**src/rtl/jtag_ctrl_pkg.sv**
```systemverilog
// Shared types and constants for the JTAG scan sequencer.
// The request struct is sized for JTAG_MAX_LEN; the top's MAX_LEN should match it.
package jtag_ctrl_pkg;

  localparam int unsigned TLR_CYCLES   = 5;
  localparam int unsigned JTAG_MAX_LEN = 32;
  localparam int unsigned JTAG_LEN_W   = $clog2(JTAG_MAX_LEN + 1);

  typedef enum logic [3:0] {
    StResetSeq,
    StRti,
    StIdle,
    StSelDr,
    StSelIr,
    StCapture,
    StShift,
    StExit1,
    StUpdate,
    StWait,
    StResp
  } jtag_ctrl_state_e;

  typedef struct packed {
    logic                    is_ir;
    logic [JTAG_LEN_W-1:0]   len;
    logic [JTAG_MAX_LEN-1:0] data;
    logic                    rnw;
  } jtag_scan_req_t;

endpackage

```
**src/rtl/jtag_shift_reg.sv**
```systemverilog
// Scan data path: tdi shift-out register with bit counter, and a one-hot-mask
// capture register that assembles tdo bits LSB first.
module jtag_shift_reg
  import jtag_ctrl_pkg::*;
#(
  parameter int unsigned MAX_LEN = JTAG_MAX_LEN,
  parameter int unsigned LEN_W   = $clog2(MAX_LEN + 1)
) (
  input  logic               clk_i,
  input  logic               rst_i,
  input  logic               clear_i,
  input  logic               load_i,
  input  logic [MAX_LEN-1:0] data_i,
  input  logic [LEN_W-1:0]   len_i,
  input  logic               pop_i,
  output logic               bit_o,
  output logic [LEN_W-1:0]   bit_cnt_o,
  output logic               last_o,
  output logic               done_o,
  input  logic               capture_i,
  input  logic               tdo_i,
  output logic [MAX_LEN-1:0] cap_o
);

  logic [MAX_LEN-1:0] sr_q;
  logic [MAX_LEN-1:0] mask_q;
  logic [MAX_LEN-1:0] cap_q;
  logic [LEN_W-1:0]   len_q;
  logic [LEN_W-1:0]   cnt_q;

  always_ff @(posedge clk_i) begin
    if (rst_i) begin
      sr_q   <= '0;
      len_q  <= '0;
      cnt_q  <= '0;
      mask_q <= '0;
      cap_q  <= '0;
    end else begin
      if (load_i) begin
        sr_q  <= data_i;
        len_q <= len_i;
        cnt_q <= '0;
      end else if (pop_i) begin
        sr_q  <= sr_q >> 1;
        cnt_q <= cnt_q + LEN_W'(1);
      end
      if (clear_i) begin
        cap_q  <= '0;
        mask_q <= {{(MAX_LEN - 1){1'b0}}, 1'b1};
      end else if (capture_i) begin
        if (tdo_i) cap_q <= cap_q | mask_q;
        mask_q <= mask_q << 1;
      end
    end
  end

  // cnt_q counts bits already popped, so "last" means the next pop is the final bit.
  assign bit_o     = sr_q[0];
  assign bit_cnt_o = cnt_q;
  assign last_o    = (cnt_q == len_q - LEN_W'(1));
  assign done_o    = (cnt_q == len_q);
  assign cap_o     = cap_q;

endmodule

```
**src/rtl/jtag_scan_ctrl.sv**
```systemverilog
// Host-side JTAG scan sequencer: walks the TAP through IR/DR scans and returns tdo.
// Define JTAG_RTI_WAIT_EN to insert RTI_CYCLES Run-Test/Idle cycles after Update.
module jtag_scan_ctrl
  import jtag_ctrl_pkg::*;
#(
  parameter int unsigned MAX_LEN    = JTAG_MAX_LEN,
  parameter int unsigned LEN_W      = $clog2(MAX_LEN + 1),
  parameter int unsigned RTI_CYCLES = 4
) (
  input  logic               tck,
  input  logic               trst,
  input  logic               req_valid,
  output logic               req_ready,
  input  logic               req_is_ir,
  input  logic [LEN_W-1:0]   req_len,
  input  logic [MAX_LEN-1:0] req_data,
  input  logic               req_rnw,
  output logic               rsp_valid,
  input  logic               rsp_ready,
  output logic [MAX_LEN-1:0] rsp_data,
  output logic               rsp_err,
  output logic               tms,
  output logic               tdi,
  input  logic               tdo,
  output logic               read_not_write,
  output logic               busy
);

`ifdef JTAG_RTI_WAIT_EN
  localparam bit WaitEn = 1'b1;
`else
  localparam bit WaitEn = 1'b0;
`endif
  localparam int unsigned CntW = 16;

  jtag_ctrl_state_e state_q, state_d;
  logic [CntW-1:0]  cnt_q, cnt_d;
  jtag_scan_req_t   req_q, req_d;
  logic             tms_q, tms_d, tdi_q, tdi_d;
  logic             req_ready_q, rsp_valid_q, rsp_err_q, rsp_err_d;
  logic             rnw_q, rnw_d, busy_q;
  logic             accept, illegal;
  logic             sr_bit, sr_last, sr_done, sr_capture;
  logic [LEN_W-1:0] sr_cnt;

  assign illegal = (req_len == '0) || (req_len > LEN_W'(MAX_LEN));
  assign req_d   = '{is_ir: req_is_ir, len: req_len, data: req_data, rnw: req_rnw};

  always_comb begin
    state_d = state_q;
    cnt_d   = cnt_q;
    accept  = 1'b0;
    unique case (state_q)
      StResetSeq: begin
        if (cnt_q == CntW'(TLR_CYCLES - 1)) begin
          state_d = StRti;
          cnt_d   = '0;
        end else begin
          cnt_d = cnt_q + CntW'(1);
        end
      end
      StRti:     state_d = StIdle;
      StIdle: begin
        if (req_valid) begin
          accept  = 1'b1;
          state_d = illegal ? StResp : StSelDr;
        end
      end
      StSelDr:   state_d = req_q.is_ir ? StSelIr : StCapture;
      StSelIr:   state_d = StCapture;
      StCapture: state_d = StShift;
      StShift:   if (sr_done) state_d = StExit1;
      StExit1:   state_d = StUpdate;
      StUpdate: begin
        if (WaitEn && RTI_CYCLES != 0) begin
          state_d = StWait;
          cnt_d   = '0;
        end else begin
          state_d = StResp;
        end
      end
      StWait: begin
        if (cnt_q == CntW'(RTI_CYCLES - 1)) state_d = StResp;
        else cnt_d = cnt_q + CntW'(1);
      end
      StResp:    if (rsp_ready) state_d = StIdle;
      default:   state_d = StResetSeq;
    endcase
  end

  // Outputs are decoded from the next state so the registered value lines up with it.
  always_comb begin
    tms_d = 1'b0;
    tdi_d = 1'b0;
    rnw_d = 1'b0;
    unique case (state_d)
      StResetSeq, StSelIr, StExit1: tms_d = 1'b1;
      StSelDr:   tms_d = 1'b1;
      StShift: begin
        tms_d = sr_last;
        tdi_d = sr_bit;
      end
      default:   tms_d = 1'b0;
    endcase
    if (state_d inside {StSelDr, StSelIr, StCapture, StShift, StExit1, StUpdate}) begin
      rnw_d = (state_q == StIdle) ? req_rnw : req_q.rnw;
    end
    rsp_err_d = (state_d == StResp) && ((state_q == StIdle) || rsp_err_q);
  end

  always_ff @(posedge tck) begin
    if (trst) begin
      state_q     <= StResetSeq;
      cnt_q       <= '0;
      req_q       <= '0;
      tms_q       <= 1'b1;
      tdi_q       <= 1'b0;
      req_ready_q <= 1'b0;
      rsp_valid_q <= 1'b0;
      rsp_err_q   <= 1'b0;
      rnw_q       <= 1'b0;
      busy_q      <= 1'b1;
    end else begin
      state_q     <= state_d;
      cnt_q       <= cnt_d;
      tms_q       <= tms_d;
      tdi_q       <= tdi_d;
      req_ready_q <= (state_d == StIdle);
      rsp_valid_q <= (state_d == StResp);
      rsp_err_q   <= rsp_err_d;
      rnw_q       <= rnw_d;
      busy_q      <= (state_d != StIdle);
      if (accept) req_q <= req_d;
    end
  end

  // tdo of bit k is sampled while bit k+1 is on tdi; the final bit lands in Exit1.
  assign sr_capture = ((state_q == StShift) && (sr_cnt != LEN_W'(1))) || (state_q == StExit1);

  jtag_shift_reg #(
    .MAX_LEN (MAX_LEN),
    .LEN_W   (LEN_W)
  ) u_shift_reg (
    .clk_i     (tck),
    .rst_i     (trst),
    .clear_i   (accept),
    .load_i    (state_q == StSelDr),
    .data_i    (req_q.data),
    .len_i     (req_q.len),
    .pop_i     (state_d == StShift),
    .bit_o     (sr_bit),
    .bit_cnt_o (sr_cnt),
    .last_o    (sr_last),
    .done_o    (sr_done),
    .capture_i (sr_capture),
    .tdo_i     (tdo),
    .cap_o     (rsp_data)
  );

  assign req_ready      = req_ready_q;
  assign rsp_valid      = rsp_valid_q;
  assign rsp_err        = rsp_err_q;
  assign tms            = tms_q;
  assign tdi            = tdi_q;
  assign read_not_write = rnw_q;
  assign busy           = busy_q;

endmodule

```
**config.mk**
```make
export PLATFORM = sky130hd
export DESIGN_NAME = jtag_scan_ctrl
export DESIGN_NICKNAME = d
export VERILOG_FILES = /design/src/rtl/jtag_ctrl_pkg.sv /design/src/rtl/jtag_shift_reg.sv /design/src/rtl/jtag_scan_ctrl.sv
export SDC_FILE = /design/constraint.sdc
export NUM_CORES = 1
export LEC_CHECK = 0
export CORE_MARGIN = 2
export CORE_UTILIZATION = 45
export DETAILED_ROUTE_END_ITERATION = 12
export GPL_TIMING_DRIVEN = 1
export PLACE_DENSITY = 0.64
export SLEW_MARGIN = 20
export SYNTH_ARGS = -nofsm -noshare
export SYNTH_HDL_FRONTEND = slang
export SYNTH_HIERARCHICAL = 1
export SYNTH_SLANG_ARGS = --single-unit
export TNS_END_PERCENT = 5
```
**constraint.sdc**
```tcl
create_clock -name tck -period 5.15 [get_ports tck]
set_clock_uncertainty 0.15 [all_clocks]
set_input_delay 0.7725 -clock tck [delete_from_list [all_inputs] [get_ports tck]]
set_output_delay 0.7725 -clock tck [all_outputs]
set_load 0.02 [all_outputs]
```
Word level (Yosys, flattened, before mapping)
Cells that the tools add are included.

storage, ports and cells
  word-level logic and storage cells = 89
  bits in registers = 175
  bits of input ports = 45
  output and inout bits = 39

operators by class
  bitwise operators = 3
  add/sub/neg operators = 3
  muxes and demuxes = 19
  eq/ne operators = 25
  magnitude comparators = 1
  reduce and logical (&&, ||, !) cells = 19

operators by type and width
  kind                   count
  $mux 32                2
  $pmux 4 s11            1
  $eq 4x3->1 const B     8
  $mux 16                2
  $or 32x32->32          1
  $pmux 16 s2            1
  $mux 4                 6
  $eq 4x4->1 const B     5
  $add 16x1->16 const B  1
  $eq 16x2->1 const B    1
  $eq 16x3->1 const B    1
  $eq 4x2->1 const B     4
  $eq 6x6->1             2
  $logic_not 4->1        2
  $reduce_or 2->1        4
  $add 6x1->6 const B    1
  $gt 6x6->1 const B     1
  $logic_not 6->1        1
  $mux 1                 6
  $ne 6x1->1 const B     1
  $reduce_bool 2->1      3
  $reduce_bool 6->1      1
  $sub 6x1->6 const B    1
  $eq 4x1->1 const B     1
  other kinds (8)        13

Logic depth before layout (Yosys ltp)
  depth in word-level cells = 9
  depth in mapped cells = 15
  gate-level depth less buffers = 13

Modules after synthesis
Netlist, hierarchy kept.

by module, submodules not included
  module          area an instance (sq um)  times used  seq. area each (sq um)  cells each
  jtag_shift_reg  4177.8                    1           2162.1                  460
  jtag_scan_ctrl  2790.2                    1           1341.3                  337

Worst setup path before layout
No wires, ideal clock.

  kind = in2reg
  start point = input req_len[1]
  end point = register u_shift_reg.sr_q[17]
  buffers on the path = 2
  required time = 4.872 ns
  arrival time = 2.836 ns
  stages = 11
  setup slack = 2.036 ns
  setup time = 0.128 ns
  path through = or4_4 nor2_4 xnor2_2 a211oi_4 and3_4 buf_4 buf_4 mux2i_1 nor2_1 a21oi_1 nor2_1

on the way
  longest elaborated chain between the ends = 7
  elaborated cells on any way between the ends = 8
  classes of those cells = 1 x order compare; 1 x eq/ne; 3 x mux; 3 x reduce/logical

RTL lines
  what                                           RTL line               text
  from (decl)                                    jtag_scan_ctrl.sv:15   input logic [LEN_W-1:0] req_len,
  $gt 6x6->1 or $logic_not 6->1 (tied branches)  jtag_scan_ctrl.sv:46   assign illegal = (req_len == '0) || (req_len > LEN_W'(MAX_LEN));
  $logic_or 1x1->1 *                             jtag_scan_ctrl.sv:46
  $mux 4 *                                       jtag_scan_ctrl.sv:66   state_d = illegal ? StResp : StSelDr;
  $mux 4 *                                       jtag_scan_ctrl.sv:64   if (req_valid) begin
  $pmux 4 s11 *                                  jtag_scan_ctrl.sv:53   unique case (state_q)
  $eq 4x3->1 *                                   jtag_scan_ctrl.sv:150  .pop_i (state_d == StShift),
  $reduce_bool 2->1 (no source line) *           n/a
  to (signal assigned)                           jtag_shift_reg.sv:40   sr_q <= data_i;
  to (signal assigned)                           jtag_shift_reg.sv:44   sr_q <= sr_q >> 1;
  to (decl)                                      jtag_shift_reg.sv:25   logic [MAX_LEN-1:0] sr_q;

Mark *: on every way between the ends. The rest lies on a longest branch, timed or not.
A chain may end at the register's enable or synchronous reset.

Worst setup path after layout
  start point = input req_len[1]
  end point = register u_shift_reg.sr_q[10]

Same word-level chain as after synthesis.

==> results.rst <==
.. list-table::
   :header-rows: 1

   * - Metric
     - Value
   * - Run status
     - finished, final reports clean
   * - Routing usage on met1
     - 0.226
   * - Most repeated cell in the gate-level netlist after synthesis
     - sky130_fd_sc_hd__dfxtp_1
   * - Count of final max-slew check failures
     - 0
   * - Worst path most repeated cell
     - sky130_fd_sc_hd__nor2_1
   * - Effective utilization at floorplan
     - 0.460
   * - Number of failing hold endpoints at the final stage
     - 0
   * - Peak-usage layer in the global routing report
     - met2
   * - Largest net degree at the start of global routing
     - 92
   * - Sequential cell fraction of total power
     - 0.492
   * - Met3 usage
     - 0.0528
   * - Most used flip-flop cell after synthesis
     - sky130_fd_sc_hd__dfxtp_1
   * - Final net count
     - 899
   * - TritonCTS clock tree
     - yes
   * - Number of global-route vias before repair
     - 5,192
   * - Area growth from synthesis to layout
     - 20.7%
   * - Synthesized area
     - 6970 um2
   * - Leakage power summed over all cells
     - 2.95 nW
   * - Proportion of synthesized flip-flops having asynchronous set or reset
     - 0
   * - Root buffer cell
     - sky130_fd_sc_hd__clkbuf_16
   * - Fraction of layout cells with a size suffix above 1
     - 0.0672
   * - Crit path max-delay cell type
     - sky130_fd_sc_hd__or4_4
   * - Core region area
     - 15,100 um2
   * - Synth cell count leaders
     - sky130_fd_sc_hd__dfxtp_1, sky130_fd_sc_hd__nor2_1, sky130_fd_sc_hd__a21oi_1
   * - Share of total power in combinational logic
     - 0.072
   * - Number of sinks on the clock net
     - 175
   * - Switching part of the total power
     - 0.234
   * - Post-CTS Setup Bufs
     - 0
   * - Antenna Violating Nets Remaining
     - 0
   * - Post-synthesis average cell area
     - 8.74 um2
   * - # hold bufs at CTS
     - 0
   * - Chain of cells forming the critical path
     - clkdlybuf4s50_1, or4_4, nor2_4, xnor2_2, a211oi_4, and3_4, buf_4, mux2i_1, nor2_1, a21oi_1, nor2_1
   * - Synthesized instance count
     - 797
   * - Global placer's final weighted congestion
     - 0.813
   * - Ports placed on the boundary
     - 84
   * - Fraction of synthesized cell area taken by the top area cell type
     - 0.503
   * - Gates resized, CTS repair
     - 0
   * - Setup slack of the critical path after layout
     - 1.57 ns
   * - Drt total wl
     - 14.3 mm
   * - Unrepaired setup endpoints after global routing
     - no
   * - Via Count
     - 5,426
   * - Largest area contributor in the netlist
     - sky130_fd_sc_hd__dfxtp_1
   * - Count of routing violations after the opening detailed-route iteration
     - 264
   * - Half-perimeter wire length after placement
     - 9.15 mm
   * - Number of different library cells in the post-synthesis netlist
     - 55
   * - Width of the die
     - 128 um
   * - Number of antenna violations at the first check in global routing
     - 0
   * - Setup TNS
     - 0 ns
   * - Part of the Yosys area used for sequential elements
     - 0.503
   * - Type of the most critical hold path
     - reg -> reg
   * - Length of the first detailed-routing pass in iterations
     - 4
   * - Number of CTS-inserted buffers
     - 17
   * - Critical Path AT
     - 3.71 ns
   * - Post-synthesis net count
     - 846
   * - Die outline area
     - 16,500 um2
   * - Maximum ir drop on the vdd rail
     - 0.246 mV
   * - Final Core Density
     - 0.555
   * - Number of flops mapped to enable cells by yosys
     - 0
   * - Wire length of the first global-routing pass
     - 24.1 mm
   * - Number of violations of the max-capacitance limit
     - 0
   * - Count of input and output buffers
     - 83
   * - Switching power
     - 0.000668 W
   * - Worst-case headroom to the max-slew limit
     - 0.363
   * - Die Height
     - 128 um
   * - Crit path launch type
     - input pin
   * - Count of unresolved DRC violations after routing
     - 0
   * - Minimum clock period after layout
     - 3.58 ns
   * - Power density cells
     - 339 nW/um2
   * - FMAX
     - 0.279 GHz
   * - Setup Slack @ Placement
     - 1.13 ns
   * - Sum of overflow across all layers after global routing
     - 0
   * - Fin crit share
     - 0.696
   * - Routed length per placed instance
     - 13.6 um
   * - Buf/Inv on CP
     - 2
   * - Crit-path max FO
     - 29
   * - Post-synthesis sequential element count
     - 175
   * - Met2 Use GR
     - 0.297
   * - Number of H-tree branching levels
     - 4
   * - Element type at the critical path end
     - flop
   * - Cell Int Power
     - 0.00219 W
   * - Relative contribution of the clock network to total power
     - 0.436
   * - Number of placement rows
     - 45
   * - Critical Setup Path Class
     - in -> reg
   * - Clock edge transition at the registers on the reported setup and hold paths
     - 0.06 ns
   * - Required time of the critical path
     - 5.28 ns
   * - Vias/cell
     - 5.16
   * - Clock Latency Late Sink
     - 0.43 ns
   * - Internal reg-to-reg setup slack
     - 1.84 ns
   * - Area contributors post-synth
     - sky130_fd_sc_hd__dfxtp_1, sky130_fd_sc_hd__mux2i_1, sky130_fd_sc_hd__nor2_1, sky130_fd_sc_hd__a21oi_1, sky130_fd_sc_hd__nand2_1
   * - Slew at the pin with the worst max-slew slack
     - 0.956 ns
   * - Overall track demand over capacity in global routing
     - 0.182
   * - Diodes inserted
     - 0
   * - Number of endpoints failing setup at the final stage
     - 0
   * - Maximum count of clock buffers along a single path
     - 2
   * - Kind of cell adding the most delay to the critical path
     - simple AND/OR/NAND/NOR gates
   * - Syn. warnings
     - 6
   * - Crit-path max cell delay
     - 0.58 ns
power by group through the flow:
stage	registers (W)	logic [W]	clock network, W
after floorplan	0.00143	0.000139	0
after global placement	0.00143	0.000202	0
after detailed placement	0.00143	0.000206	0
after CTS	0.00140	0.000207	0.00128
after global routing	0.00141	0.000229	0.00133
final	0.00140	0.000205	0.00124
per-layer routing:
metal	part of all wire	routed length, um
met1	0.48	6840
met2	0.46	6630
met3	0.040	565
met4	0.018	257
met5	0	0
cells in the final DEF (no fill, tap or decap), types with 3 or more instances in the layout:
cell                              instances
sky130_fd_sc_hd__xnor2_1                 12
sky130_fd_sc_hd__clkbuf_16               17
sky130_fd_sc_hd__nor2_1                 170
sky130_fd_sc_hd__dfxtp_1                175
sky130_fd_sc_hd__inv_2                    3
sky130_fd_sc_hd__nor4_1                   4
sky130_fd_sc_hd__clkinv_2                 3
sky130_fd_sc_hd__nor3_1                  10
sky130_fd_sc_hd__mux2i_1                 72
sky130_fd_sc_hd__buf_4                    5
sky130_fd_sc_hd__ha_1                     4
sky130_fd_sc_hd__nand2_1                 94
sky130_fd_sc_hd__clkdlybuf4s50_1         82
sky130_fd_sc_hd__nor3b_1                  3
sky130_fd_sc_hd__o21ai_0                  4
sky130_fd_sc_hd__clkinvlp_4               5
sky130_fd_sc_hd__xor2_1                  14
sky130_fd_sc_hd__nor2b_1                  5
sky130_fd_sc_hd__nand3_1                  6
sky130_fd_sc_hd__nand4_1                  8
sky130_fd_sc_hd__inv_1                    8
sky130_fd_sc_hd__a21oi_1                108
worst min-delay path: cells and delay by family, from the launching register on:
family          cells  cell delay [ns]
compound gates      1             0.05
flops               1             0.31
simple gates        1             0.05
logic make-up (layout without fill, tap and decap cells):
logic type | Yosys count | count (layout) | share of synthesized area
AND/OR/NAND/NOR | 321 | 321 | 0.200
XOR/XNOR | 28 | 28 | 0.0374
buffers and inverters | 65 | 131 | 0.0415
multiplexers | 73 | 73 | 0.105
AO/OA/AOI/OAI | 131 | 131 | 0.106
adder cells (fa/ha/maj) | 4 | 4 | 0.00718
flip-flops | 175 | 175 | 0.503
through the flow:
| step | power [W] | instance area (um2) | std cells | hold WS [ns] |
|---|---|---|---|---|
| floorplan | 0.00157 | 6970 | 797 | 0.286 |
| global placement | 0.00164 | 7840 | 1019 | 0.294 |
| detailed placement | 0.00164 | 7840 | 1019 | 0.300 |
| CTS | 0.00289 | 8410 | 1051 | 0.310 |
| global route | 0.00297 | 8410 | 1051 | 0.325 |
| finish | 0.00285 | 8410 | 1051 | 0.306 |
registers in the layout, summed over array words and instances (netlist names), 4 cells and up:
name,flops
u_shift_reg/bit_cnt_o,6
u_shift_reg/mask_q,32
req_q,40
u_shift_reg/cap_o,32
state_q,4
cnt_q,16
u_shift_reg/sr_q,32
u_shift_reg/len_q,6
path summary, 6_finish.rpt:
check                           startpoint                    to  cells after the start
worst max-delay path            req_len[1]  u_shift_reg/sr_q[10]                     11
worst min register to register    req_q[7]              req_q[7]                      2
worst max register to register  state_q[3]  u_shift_reg/sr_q[10]                     10
worst min-delay path              req_q[7]              req_q[7]                      2
final cells by class:
cell class	count	area (um2)
clock buffers	19	433
flip-flops and latches	175	3500
inverters	11	41.3
well taps	188	235
fillers	1375	6740
multi-input cells	557	3200
repair buffers	88	863
clock inverters	13	139
Power figures use the tool's default switching activity.
==> RTL change, RTL diff (same settings) <==
The package constant `JTAG_MAX_LEN` goes from 32 to 64.
--- a/src/rtl/jtag_ctrl_pkg.sv
+++ b/src/rtl/jtag_ctrl_pkg.sv
@@ -4,5 +4,5 @@
 
   localparam int unsigned TLR_CYCLES   = 5;
-  localparam int unsigned JTAG_MAX_LEN = 32;
+  localparam int unsigned JTAG_MAX_LEN = 64;
   localparam int unsigned JTAG_LEN_W   = $clog2(JTAG_MAX_LEN + 1);
 
Ports: changed (resized req_data, req_len and rsp_data); port bits go from 84 to 149. No check against the original RTL was run, so the function may have changed too.
==> RTL change against the unedited design <==
  * Power increased by 79%
  * Sequential cell count rose by 131
  * Clock power rose by 93%
  * Count of clock-buffer cells in the layout increased by 33
  * Design area is 71% higher
  * Final cell count increased by 70%
  * Hold slack lost 0.0037 ns
  * Synthesized area grew 67%
  * Worst setup slack improved by 0.022 ns
  * Wire length is 66% higher
  * Largest cell class unchanged
==> RTL change: results <==
export IMPL_grt_start_max_net_pins=137
export IMPL_startpoint_of_the_lowest_slack_register_to_register_path="cnt_q[0]$_SDFFE_PP0P_"
export IMPL_hold_end="req_q[12]$_SDFFE_PP0P_"
export IMPL_detailedRoute_firstIterationViolations=650
export IMPL_clkLatencyLatePin_ns=0.50
export IMPL_cts_inserted_buffers=34
export IMPL_regToRegEndpoint="u_shift_reg/bit_cnt_o[5]$_SDFFE_PP0P_"
export IMPL_largest_register_ffs=73
export IMPL_wl_met1_um=11700
export IMPL_drive_above_1_share_pct=5.52
export IMPL_hpwl_um=14300
export IMPL_crit_path_max_fanout=69
export IMPL_antenna_found_initial=2
export IMPL_htree_num_levels=2
export IMPL_dr_wl_met3_um=1280
export IMPL_grt_pass1_vias=8217
export IMPL_synth_distinct_cells=49
export IMPL_grt_usage_pct=17.3
export IMPL_ys_seq_area_share_pct=52.7
export IMPL_postSynthNetCount=1411
export IMPL_r2r_setup_slack_ns=1.73
export IMPL_p_leak_uw=0.00501
export IMPL_synth_compound_area_share_pct=10.1
export IMPL_place_gp_congestion=0.770
export IMPL_numPortBuffers=148
export IMPL_dominant_cells_by_area_after_synthesis="dfxtp_1 53%, mux2i_1 12%, nor2_1 9.6%, a21oi_1 8.8%, nand2_1 5.1%"
export IMPL_gr_usage_met3_pct=3.62
export IMPL_synth_xor_area_share_pct=2.56
export IMPL_worst_ep_arrival_time_ns=3.84
export IMPL_cpPeakStageDelay_ns=0.54
export IMPL_ff2ff_path_depth=11
export IMPL_synth_top_cells_by_count="306 x dfxtp_1, 298 x nor2_1, 204 x a21oi_1"
export IMPL_route_met2_wl_um=10200
export IMPL_synthMuxAreaShare_pct=11.7
export IMPL_worst_slew_margin_rel_pct=27.0
export IMPL_cts_path_max_buffers=3
export IMPL_synthAdderAreaFrac_pct=0.430
export IMPL_outcome="finished, final reports clean"
export IMPL_wire_per_inst_um=13.3
export IMPL_largest_voltage_drop_on_the_vdd_net_mv=0.189
export IMPL_switching_share_pct=21.6
export IMPL_design_final_nets=1510
export IMPL_first_pass_iters=5
export IMPL_layout_filler_cells=2327
export IMPL_grt_pass1_wl_um=39000
export IMPL_met2_usage_in_global_routing_pct=27.5
export IMPL_timing_final_hold_violations=0
export IMPL_global_route_usage_met1_pct=23.8
[RTL change: cell count changes after synthesis, sizes merged, moves of 4 or more]
cell	before	now
dfxtp	175	306
nor2	171	298
a21oi	109	204
mux2i	72	136
nand2	95	159
buf	24	50
clkbuf	30	45
nand4	8	14
nor3	12	8
xor2	15	19
[RTL change: worst max-delay path by stage]
stage                     from                               endpoint  cells after the start  slack, ns
finish              req_len[2]  u_shift_reg/bit_cnt_o[5]$_SDFFE_PP0P_                     11       1.59
global route        req_len[2]  u_shift_reg/bit_cnt_o[5]$_SDFFE_PP0P_                     11       1.40
CTS                 req_len[2]  u_shift_reg/bit_cnt_o[5]$_SDFFE_PP0P_                     11       1.64
detailed placement  req_len[2]  u_shift_reg/bit_cnt_o[5]$_SDFFE_PP0P_                     11       1.12
global placement    req_len[2]  u_shift_reg/bit_cnt_o[5]$_SDFFE_PP0P_                     11       1.15
floorplan           req_len[2]      u_shift_reg/sr_q[24]$_SDFFE_PP0P_                     13       1.98
[RTL change: final cells by class]
cell class	count	area, um2	area share [%]
Sequential cell	306	6130	42.7
Multi-Input combinational cell	917	5060	35.3
Timing Repair Buffer	158	1580	11.0
Clock buffer	52	1070	7.47
Tap cell	330	413	2.88
Clock inverter	6	55.1	0.383
Inverter	11	41.3	0.288
Antenna cell	2	5.00	0.0349
[RTL change: stage by stage]
stage	instance area, um2	hold WS [ns]	instances	worst slack [ns]	utilization [%]
5_1_grt	14400	0.322	1780	1.40	56.8
2_1_floorplan	11600	0.264	1329	1.98	-
6_report	14400	0.302	1782	1.59	56.8
3_5_place_dp	13200	0.297	1722	1.12	52.3
3_3_place_gp	13200	0.293	1722	1.15	52.3
4_1_cts	14300	0.304	1780	1.64	56.8
[RTL change: logic make-up (layout without fill, tap and decap cells)]
kind of cell    Yosys count  after routing
simple gates            520            520
flops                   306            306
compound gates          223            223
mux                     136            136
buf+inv                 106            227
xor+xnor                 34             34
fa+ha+maj                 4              4
other cells               0              2
[RTL change: power by group through the flow]
stage | logic, uW | clock network (uW) | registers, uW
3_3_place_gp | 278 | 0 | 2480
5_1_grt | 311 | 2550 | 2440
3_5_place_dp | 279 | 0 | 2480
2_1_floorplan | 169 | 0 | 2480
6_report | 277 | 2390 | 2430
4_1_cts | 280 | 2460 | 2430
[RTL change: worst register-to-register path: stages (launching register included)]
cell and delay [ns]:
dfxtp_1 0.37, ha_1 0.36, nor4b_1 0.26, and4_1 0.31, o22ai_1 0.14, a211oi_4 0.34
nand2_4 0.11, nor2_4 0.12, buf_12 0.36, nand4_1 0.33, or3_1 0.39, a21oi_1 0.13
